File: src/rtl/adat_frame_decoder.sv
// adat_frame_decoder
//   Decodes ADAT frames from the subframe words produced by the upstream frame
//   detector. It checks the nibble-sync bits, assembles the eight 24-bit
//   channel samples and the four user bits, and tracks frame-lock status.
//
// Ports:
//   clk           in   system clock
//   reset         in   synchronous, active-high reset
//   subframe_data in   10-bit word {1,nibA[3:0],1,nibB[3:0]}, [9] oldest bit
//   subframe_rdy  in   one-cycle strobe, subframe_data valid
//   frame_rdy     in   one-cycle strobe, sync seen, new frame starts
//   det_error     in   detector run-length error flag
//   sample_data   out  assembled 24-bit sample, MSB nibble first
//   sample_chan   out  channel index 0..7 of sample_data
//   sample_valid  out  one-cycle strobe, sample_data/sample_chan valid
//   user_bits     out  user bits of the last good user word
//   frame_done    out  one-cycle strobe, all 8 channels of a frame delivered
//   fmt_err       out  one-cycle strobe, framing/format error detected
//   locked        out  LOCK_FRAMES consecutive clean frames, no error since
module adat_frame_decoder #(
    parameter int unsigned LOCK_FRAMES = 2
) (
    input  logic        clk,
    input  logic        reset,
    input  logic [9:0]  subframe_data,
    input  logic        subframe_rdy,
    input  logic        frame_rdy,
    input  logic        det_error,
    output logic [23:0] sample_data,
    output logic [2:0]  sample_chan,
    output logic        sample_valid,
    output logic [3:0]  user_bits,
    output logic        frame_done,
    output logic        fmt_err,
    output logic        locked
);

    typedef enum logic [1:0] {
        IDLE,
        USER,
        DATA,
        WAIT_SYNC
    } state_t;

    localparam logic [3:0] LOCK_TH = 4'(LOCK_FRAMES);

    state_t      state;
    logic [4:0]  word_cnt;
    logic [1:0]  phase;      // position of the word within its channel (0..2)
    logic [2:0]  chan_cnt;
    logic [23:0] asm_reg;
    logic [3:0]  lock_cnt;

    logic        accept;
    logic        short_err;
    logic        det_err;
    logic        sync_err;
    logic        any_err;
    logic [23:0] asm_next;

    // frame_rdy takes precedence: a word arriving with it is dropped.
    always_comb begin
        accept    = subframe_rdy && !frame_rdy;
        short_err = frame_rdy && (state == USER || state == DATA);
        det_err   = det_error && (state != IDLE);
        sync_err  = 1'b0;
        if (accept && state == USER && !subframe_data[4])
            sync_err = 1'b1;
        if (accept && state == DATA && (!subframe_data[9] || !subframe_data[4]))
            sync_err = 1'b1;
        any_err   = short_err || det_err || sync_err;
        asm_next  = {asm_reg[15:0], subframe_data[8:5], subframe_data[3:0]};
    end

    always_ff @(posedge clk) begin
        if (reset) begin
            state        <= IDLE;
            word_cnt     <= '0;
            phase        <= '0;
            chan_cnt     <= '0;
            asm_reg      <= '0;
            lock_cnt     <= '0;
            sample_data  <= '0;
            sample_chan  <= '0;
            sample_valid <= 1'b0;
            user_bits    <= '0;
            frame_done   <= 1'b0;
            fmt_err      <= 1'b0;
            locked       <= 1'b0;
        end else begin
            sample_valid <= 1'b0;
            frame_done   <= 1'b0;
            fmt_err      <= 1'b0;

            if (any_err) begin
                // A detector error means the bit stream itself is suspect, so
                // it overrides a coincident short-frame restart.
                fmt_err <= 1'b1;
                state   <= (short_err && !det_err) ? USER : IDLE;
            end else begin
                case (state)
                    IDLE: begin
                        if (frame_rdy)
                            state <= USER;
                    end
                    USER: begin
                        if (accept) begin
                            user_bits <= subframe_data[3:0];
                            word_cnt  <= '0;
                            phase     <= '0;
                            chan_cnt  <= '0;
                            state     <= DATA;
                        end
                    end
                    DATA: begin
                        if (accept) begin
                            asm_reg  <= asm_next;
                            word_cnt <= word_cnt + 5'd1;
                            if (phase == 2'd2) begin
                                phase        <= '0;
                                chan_cnt     <= chan_cnt + 3'd1;
                                sample_valid <= 1'b1;
                                sample_data  <= asm_next;
                                sample_chan  <= chan_cnt;
                            end else begin
                                phase <= phase + 2'd1;
                            end
                            if (word_cnt == 5'd23) begin
                                frame_done <= 1'b1;
                                state      <= WAIT_SYNC;
                                if (lock_cnt != 4'hF)
                                    lock_cnt <= lock_cnt + 4'd1;
                            end
                        end
                    end
                    WAIT_SYNC: begin
                        if (frame_rdy)
                            state <= USER;
                    end
                    default: state <= IDLE;
                endcase
            end

            // Any error, including det_error while idle, restarts lock counting
            // and drops locked together with the fmt_err pulse.
            if (any_err || det_error) begin
                lock_cnt <= '0;
                locked   <= 1'b0;
            end else begin
                locked <= (lock_cnt >= LOCK_TH);
            end
        end
    end

endmodule

File: config.mk
export PLATFORM = sky130hd
export DESIGN_NAME = adat_frame_decoder
export DESIGN_NICKNAME = d
export VERILOG_FILES = /design/src/rtl/adat_frame_decoder.sv
export SDC_FILE = /design/constraint.sdc
export NUM_CORES = 1
export LEC_CHECK = 0
export ABC_AREA = 0
export ABC_CLOCK_PERIOD_IN_PS = 1790
export CAP_MARGIN = 20
export CORE_ASPECT_RATIO = 0.75
export CORE_MARGIN = 8
export CORE_UTILIZATION = 50
export CTS_BUF_LIST = sky130_fd_sc_hd__clkbuf_4
export CTS_CLUSTER_DIAMETER = 200
export DETAILED_ROUTE_END_ITERATION = 6
export PLACE_DENSITY = 0.78
export SYNTH_ARGS = -nofsm -noshare
export SYNTH_HDL_FRONTEND = slang
export SYNTH_SLANG_ARGS = --single-unit
File: constraint.sdc
create_clock -name clk -period 1.79 [get_ports clk]
set_input_delay 0.4475 -clock clk [delete_from_list [all_inputs] [get_ports clk]]
set_output_delay 0.4475 -clock clk [all_outputs]
set_load 0.05 [all_outputs]
* Word level (Yosys, flattened, before mapping) *
Cells that the tools add are included.

word-level totals
  register bits = 67
  input bits = 15
  output and inout port bits = 35
  word-level logic and storage cells = 87

operators by class
  add/subtract/negate cells = 4
  $lt $le $gt $ge = 1
  eq/ne operators = 13
  muxes and demuxes = 23
  bitwise logic cells = 3
  reductions and logical operators = 30

operators by type and width
  kind                   number
  $mux W2                8
  $reduce_and A4 Y1      3
  $mux W5                2
  $pmux W5 S2            1
  $reduce_and A5 Y1      2
  $mux W3                3
  $logic_and A1 B1 Y1    8
  $eq A2 B2 Y1 const B   3
  $mux W1                6
  $ne A3 B3 Y1 const B   2
  $pmux W2 S3            1
  $pmux W3 S2            1
  $reduce_and A3 Y1      2
  $add A5 B1 Y5 const B  1
  $eq A5 B5 Y1 const B   1
  $logic_or A1 B1 Y1     5
  $add A4 B1 Y4 const B  1
  $ge A4 B2 Y1 const B   1
  $logic_not A1 Y1       4
  $ne A2 B2 Y1 const B   2
  $ne A4 B4 Y1 const B   1
  $pmux W2 S2            1
  $reduce_bool A2 Y1     2
  $reduce_or A2 Y1       2
  other kinds (9)        11

* Depth between registers and ports, before layout *
Gate-level depths: netlist (run 1).

  depth after elaboration = 9
  gate-level depth with buffers = 8
  depth with buffers taken out = 6

* Least setup slack after synthesis (run 1) *
Ideal clock, no wire load.

  path type = register to register
  start = register state[0]
  end = register chan_cnt[0]
  library setup time = 129 ps
  arrival time = 1,693 ps
  data required time = 1,661 ps
  slack = -32 ps
  cell stages (with the launch flop) = 7
  buffers on the path = 0
  clock period less this slack = 1,822 ps
  cells stage by stage = dfxtp_1 inv_1 ha_1 and2_1 or3_1 o31ai_1 a21oi_1

between the ends
  longest elaborated chain between the ends = 8
  elaborated cells between the ends (all ways) = 21
  classes of those cells = eq/ne (5); mux (3); bitwise (1); reduce/logical (12)

RTL lines
  what                                RTL line     source
  start, declared                     47           state_t state;
  start signal, assigned              99           state <= (short_err && !det_err) ? USER : IDLE;
  $eq A2 B1 Y1                        64, 67, 101
  $logic_and A1 B1 Y1 (2 in series)   67           if (accept && state == USER && !subframe_data[4])
  $mux W1                             67
  $mux W1                             69           if (accept && state == DATA && (!subframe_data[9] || !subframe_data[4]))
  $logic_or A1 B1 Y1                  71           any_err = short_err || det_err || sync_err;
  $not A1 Y1 (no source line)         -
  $reduce_and A5 Y1 (no source line)  -
  end signal, assigned                121          chan_cnt <= chan_cnt + 3'd1;
  end, declared                       50           logic [2:0] chan_cnt;

Several ways; a longest one is shown, not always the timed one.
A chain may end at the register's enable or synchronous reset.

* Worst setup path in the final report (run 1) *
  start = register state[1]
  end = register sample_data[21]

between the ends
  longest elaborated chain between the ends = 8
  elaborated cells between the ends (all ways) = 16
  classes of those cells = eq/ne (2); mux (2); bitwise (1); reduce/logical (11)

RTL lines
  what                                    RTL line  source
  $eq A2 B1 Y1                            64, 67
  $logic_and A1 B1 Y1 (2 in series)       67
  $mux W1                                 67
  $mux W1                                 69
  $logic_or A1 B1 Y1                      71
  $not A1 Y1 (no source line)             -
  $reduce_and A4 Y1 (no source line) (*)  -
  end signal, assigned                    123       sample_data <= asm_next;
  end, declared                           29        output logic [23:0] sample_data,

Every way passes the cells marked *; elsewhere a longest branch is shown, timed or not.

==> impl_results.md, run 1 <==
- Initial antenna violation count: 0
- Adder-cell share of the synthesized area: 3.13%
- Max-cap violations: 0
- Clk buf depth: 2
- Vias: 3097
- Hpwl dp: 6000 µm
- DP Worst Slack: -460 ps
- Skew-Pair Late Insertion Delay: 440 ps
- Mapped Nets: 382
- Drt first pass iters: 5
- Cell Area, Synth: 3200 µm²
- Unrepaired setup endpoints after global routing: true
- Syn. warnings: 0
- Clock sinks: 67
- CP Capture Point: sample_data[21]
- Vias in the first global route: 2916
- Overall routing resource usage: 19.8%
- Die footprint: 9250 µm²
- Core Rows: 25
- Post-synth EDFFs: 0
- Largest net degree at the start of global routing: 30
- Most frequent cells after synthesis: dfxtp_1 (67), nand2_1 (61), mux2i_1 (33), a21oi_1 (28), nand4_1 (22)
- Worst slew pin tran: 584 ps
- Fin. max-slew vios: 0
- Synth top area cells: dfxtp_1 (42%), mux2i_1 (10%), nand2_1 (7.2%)
- Share of cells above drive strength 1: 32.7%
- Min Tclk post-route: 1850 ps
- Most common cell in the netlist: dfxtp_1
- Leak pwr: 1.60 nW
- Hold-fix buffers, CTS: 0
- Crit path cell chain: buf_6 > ha_4 > a21bo_4 > nand2_4 > nor4_4 > buf_4 > clkbuf_16 > mux2i_1
- Remaining global-route overflow: 0
- Post-synth top area share: 41.9%
- Width of the chip: 108 µm
- Port buffer count: 49
- Relative slew slack: 60.9%
- Num ports: 50
- Asr flop ratio synth: 0%
- Routed WL: 9410 µm
- Core ar.: 6260 µm²
- Fmax: 0.541 GHz
- Worst Setup SP: state[1]
- Part of the Yosys area used for sequential elements: 41.9%
- R2R setup slack: -60 ps
- Combinational family with the most area after synthesis: simple AND/OR/NAND/NOR gates
- First-pass GRT wire length: 14700 µm
- Final worst-path setup slack: -56.8 ps
- Status: complete, but fails checks
- Setup Viol. Count Final: 28
- Syn avg cell area: 8.92 µm²
- Startpoint Class: flop
- WL/cell: 17.7 µm
- Clock transition at path regs: 140 ps
- Nets@finish: 468
- Required time worst endpoint: 2170 ps
- Clock skew: 15.6 ps
- Hold Fails Final Rpt: 0
- Hold Crit Class: flop to flop
- Drt drc: 0
- Antenna cells: 0
- R2R depth: 8
- Simple-gate share of the synthesized area: 23.8%
- Final-layout fill cell count: 482
- #FFs+latches synth: 67
- R2R Path End: sample_data[21]
- GPL Wtd Cong: 0.861
- CP arrival: 2220 ps
- Total clock buffers created by CTS: 9
- CP peak stage delay: 370 ps
- FF/Latch Area: 1340 µm²
- CTS tree: yes
- DRT iter0 DRCs: 326
- Dominant cell type by area after synthesis: dfxtp_1
- Die height: 85.3 µm
- Number of flip-flops under the largest register name: 24
- Setup CP Type: flop to flop
- CP max FO: 5
- Initial core utilization: 51.2%
- Fin cells: 531
- Vias per std cell: 5.83
- Failing checks: setup timing
- Placed cell count: 503
- CP max stage cell: dfxtp_2
- Cells after synthesis: 359
- Clk root buf: clkbuf_4
- Routed Antenna Nets: 0
- Complex-gate fraction of the synthesized area: 14.7%
- Power per Cell Area: 1140 nW/µm²
- Xor/xnor cell area share of the yosys netlist: 0%
- Area of the multi-input gates: 1840 µm²
- Synth cell types: 48
- Max VDD drop: 0.824 mV
- Synth Flop Type: dfxtp_1
- Final Cycle Share: 103%
- H-tree Lvls: 3
- P&R area growth vs syn: 38.7%
- Critical path endpoint category: flop
- R2r startpoint: state[1]
- Mux share of post-synthesis cell area: 10.7%
## power by group
part	internal, W	leakage [nW]	switching (W)
registers	0.00154	0.541	0.0000403
clock network	0.000449	0.0755	0.000671
logic	0.00104	0.987	0.00133
total	0.00303	1.60	0.00204
## critical path: cells and delay by family (launching register included)
family,cells,cell delay (ps)
adder cells (fa/ha/maj),1,170
multiplexers,1,160
buffers and inverters,3,500
flip-flops,1,370
AO/OA/AOI/OAI,1,200
AND/OR/NAND/NOR,2,380
## worst min-delay path by stage
| stage | depth (start not counted) | end | start |
|---|---|---|---|
| 3_5_place_dp | 2 | sample_data[2] | sample_data[2] |
| 6_report | 2 | sample_data[19] | asm_reg[11] |
| 2_1_floorplan | 2 | sample_data[19] | asm_reg[11] |
| 3_3_place_gp | 2 | sample_chan[2] | sample_chan[2] |
| 4_1_cts | 2 | sample_data[19] | asm_reg[11] |
| 5_1_grt | 2 | sample_data[15] | sample_data[15] |
## stage by stage
stage	setup TNS, ps	total power, W	hold WS, ps	util [%]	instance area (µm²)
after floorplan	-54.5	0.00268	438	-	3210
after global placement	-20650	0.00337	443	62.9	3930
after detailed placement	-24400	0.00339	452	62.9	3930
after CTS	-16.4	0.00471	468	67.9	4250
after global routing	-1460	0.00532	489	71.0	4440
final	-729	0.00507	461	71.0	4440
## final cells by class
class / instances / share of cell area (%)
tap: 81 / 2.28
multi-input combinational: 257 / 41.5
clock inverter: 7 / 1.86
timing repair buffer: 103 / 21.9
inverter: 7 / 0.648
clock buffer: 9 / 1.52
sequential: 67 / 30.3
## cell usage in the layout (no fill, tap or decap), types with 2 or more instances in the layout
master and count:
buf_4 71, dfxtp_1 65, nand2_1 60, mux2i_1 32, a21oi_1 25, nand4_1 22, o31ai_1 13, nand3_1 12
clkdlybuf4s50_1 12, nor2_1 9, o21ai_0 9, clkbuf_4 9, buf_6 9, o31ai_2 6, inv_1 5, nand2b_1 5
ha_1 5, buf_12 5, nand3_2 3, nand3b_1 3, nor3_2 3, a41oi_1 3, a311oi_1 3, nor4_2 3
a21oi_2 3, ha_4 3, inv_6 3, and2b_4 2, nor4_1 2, nand4b_1 2, nor2_2 2, and3_1 2
clkinvlp_4 2, buf_16 2, dlymetal6s2s_1 2, dfxtp_2 2
## layer usage
| metal | track usage, % | routed length (µm) | up-vias | part of all wire, % |
|---|---|---|---|---|
| li1 | - | - | 1483 | - |
| met1 | 25.9 | 4260 | 1464 | 45 |
| met2 | 30.4 | 4230 | 124 | 45 |
| met3 | 6.51 | 753 | 26 | 8.0 |
| met4 | 4.96 | 169 | 0 | 1.8 |
| met5 | 0 | 0 | - | 0 |
## cell families after synthesis
logic type               after synthesis
flip-flops                            67
multiplexers                          34
buffers and inverters                 35
adder cells (fa/ha/maj)                8
AND/OR/NAND/NOR                      144
AO/OA/AOI/OAI                         71
## repair_timing
action	CTS	global route
resized for setup	23	34
pin swaps	6	12
setup endpoints to repair	65	62
gates cloned	3	1
buffers inserted	6	3
Power figures use the tool's default switching activity.
==> run 2, diff against run 1 <==
--- a/config.mk
+++ b/config.mk
@@ -9,7 +9,7 @@
 export ABC_CLOCK_PERIOD_IN_PS = 1790
 export CAP_MARGIN = 20
 export CORE_ASPECT_RATIO = 0.75
-export CORE_MARGIN = 8
+export CORE_MARGIN = 3
 export CORE_UTILIZATION = 50
 export CTS_BUF_LIST = sky130_fd_sc_hd__clkbuf_4
 export CTS_CLUSTER_DIAMETER = 200
==> run 2 against run 1 <==
Against the previous run: the run still ends with setup timing left; clock skew grew 0.76 ps; critical path depth stayed put; first-iteration DRC count decreased by 41%; final cell count fell by 1.1%; sequential power barely moved; cell area is 4.3% lower; clock power decreased by 22%; via count is 2.6% lower; flip-flop and latch count unchanged; non-clock buffer count fell by 3; register-to-register slack lost 20 ps; largest cell class unchanged; largest power group unchanged.
==> impl_results.md, run 2 (same netlist as run 1, synthesis figures left out) <==
- Status: complete, but fails checks
- Failing checks: setup timing
- P&R area growth vs syn: 32.8%
- Port buffer count: 49
- Overall routing resource usage: 22.4%
- Final Cycle Share: 105%
- Worst hold margin: 465 ps
- Startpoint Class: input port
- Vias per std cell: 5.74
- Hpwl dp: 5720 µm
- Util after Layout: 70.8%
- H-tree Lvls: 3
- Hold Crit Class: flop to flop
- Most common cell after layout, fill and taps aside: buf_4
- Clk root buf: clkbuf_4
- Setup Viol. Count Final: 34
- Nets@finish: 465
- Max-cap violations: 0
- R2R setup slack: -80 ps
- Fmax: 0.532 GHz
- CTS tree: yes
- Final-layout fill cell count: 469
- Setup CP Type: input port to flop
- Hold Fails Final Rpt: 0
- Most frequent cells in the layout: buf_4 (79), dfxtp_1 (65), nand2_1 (59)
- Routed WL: 8290 µm
- Initial core utilization: 53.3%
- Width of the chip: 98.4 µm
- Core ar.: 6010 µm²
- Final worst-path setup slack: -89.4 ps
- Vias: 3015
- Die footprint: 7410 µm²
- Num ports: 50
- Hold-fix buffers, CTS: 0
- Skew-Pair Late Insertion Delay: 430 ps
- Sw frac: 39.7%
- Critical hold path startpoint: sample_data[22]
- DP Area: 3950 µm²
- Hold path cells: 2
- FF/Latch Area: 1340 µm²
- Sequential share of power: 32.9%
- Share of cells above drive strength 1: 30.6%
- Drt drc: 0
- Drt first pass iters: 6
- Logic pwr share: 48.9%
- Internal: 0.00290 W
- Unrepaired setup endpoints after global routing: true
- Die height: 75.3 µm
- Initial antenna violation count: 0
- Remaining global-route overflow: 0
- DRT iter0 DRCs: 193
- Antenna cells: 0
- Core Rows: 24
- Leak pwr: 1.53 nW
- Power per Cell Area: 1130 nW/µm²
- Area of the multi-input gates: 1810 µm²
- WL/cell: 15.8 µm
- Worst slew pin tran: 716 ps
- GPL Wtd Cong: 0.925
- Total clock buffers created by CTS: 9
- Routed Antenna Nets: 0
- Largest net degree at the start of global routing: 56
- DP Worst Slack: -471 ps
- Clk buf depth: 2
- Required time worst endpoint: 2140 ps
- Clock share of power: 18.3%
- Worst hold endpoint: sample_data[22]
- Min Tclk post-route: 1880 ps
- Vias in the first global route: 2806
- Relative slew slack: 52.1%
- Non-Filler Cell Area, Final: 4250 µm²
- Number of flip-flops under the largest register name: 24
- Fin. max-slew vios: 0
- R2r startpoint: state[1]
- CP arrival: 2230 ps
- R2R Path End: asm_reg[10]
- Max VDD drop: 1.01 mV
- Clock transition at path regs: 100 ps
- R2R depth: 10
- First-pass GRT wire length: 13300 µm
- Clock skew: 16.4 ps
- CP max FO: 14
- Critical path endpoint category: flop
- Clock sinks: 67
- Net Switching: 0.00191 W
-- run 2: cell count changes in the layout (fill, tap and decap cells not counted), moves of 3 or more --
cell,delta
o31ai_2,-5
o31ai_1,+4
buf_4,+8
inv_6,-3
buf_6,-6
-- run 2: how the worst max path moves through the flow --
stage	from	endpoint	slack [ps]
floorplan	state[0]	lock_cnt[0]	-10
global placement	subframe_data[4]	lock_cnt[3]	-390
detailed placement	frame_rdy	sample_data[12]	-470
CTS	state[1]	lock_cnt[1]	-60
global route	state[1]	lock_cnt[3]	-120
finish	subframe_data[4]	asm_reg[10]	-90
-- run 2: layout make-up --
class	count	area share, %
Multi-Input combinational cell	257	42.6
Sequential cell	67	31.6
Timing Repair Buffer	100	19.9
Tap cell	78	2.30
Clock buffer	9	1.59
Clock inverter	7	1.27
Inverter	7	0.677
-- run 2: power by group through the flow --
stage / clock [W] / combinational (W) / sequential (W)
4_1_cts: 0.000899 / 0.00220 / 0.00157
3_5_place_dp: 0 / 0.00197 / 0.00160
6_report: 0.000877 / 0.00235 / 0.00158
2_1_floorplan: 0 / 0.00104 / 0.00164
5_1_grt: 0.000963 / 0.00251 / 0.00158
3_3_place_gp: 0 / 0.00193 / 0.00160
-- run 2: what timing repair did --
item | CTS | global route
cloned | 1 | 0
resized for setup | 21 | 18
pin swaps | 10 | 9
endpoints found under the setup margin | 64 | 62
setup buffers | 4 | 1
-- run 2: critical path: stages --
cell and delay, ps:
clkdlybuf4s50_1 600, and4bb_2 310, buf_4 150, nor3_4 130, buf_6 150, buf_12 130
nand4_1 150, a21oi_1 150
-- run 2: through the flow --
stage                     total power (W)  setup TNS, ps  cells
after floorplan                   0.00268          -54.5    359
after detailed placement          0.00357         -23660    504
after CTS                         0.00467           -482    524
after global routing              0.00506          -3230    525
final                             0.00481           -644    525
after global placement            0.00353         -20230    504
-- run 2: layer usage --
metal	global-route usage [%]	routed length, µm
met5	0	0
met4	5.15	75
met3	7.50	677
met2	35.6	3770
met1	30.1	3760
==> run 3, diff against run 2 <==
--- a/config.mk
+++ b/config.mk
@@ -5,7 +5,6 @@
 export SDC_FILE = /design/constraint.sdc
 export NUM_CORES = 1
 export LEC_CHECK = 0
-export ABC_AREA = 0
 export ABC_CLOCK_PERIOD_IN_PS = 1790
 export CAP_MARGIN = 20
 export CORE_ASPECT_RATIO = 0.75
@@ -15,6 +14,7 @@
 export CTS_CLUSTER_DIAMETER = 200
 export DETAILED_ROUTE_END_ITERATION = 6
 export PLACE_DENSITY = 0.78
+export SLEW_MARGIN = 15
 export SYNTH_ARGS = -nofsm -noshare
 export SYNTH_HDL_FRONTEND = slang
 export SYNTH_SLANG_ARGS = --single-unit
==> results of run 3 <==
Final layout, timing and power as in run 2 (identical DEF).
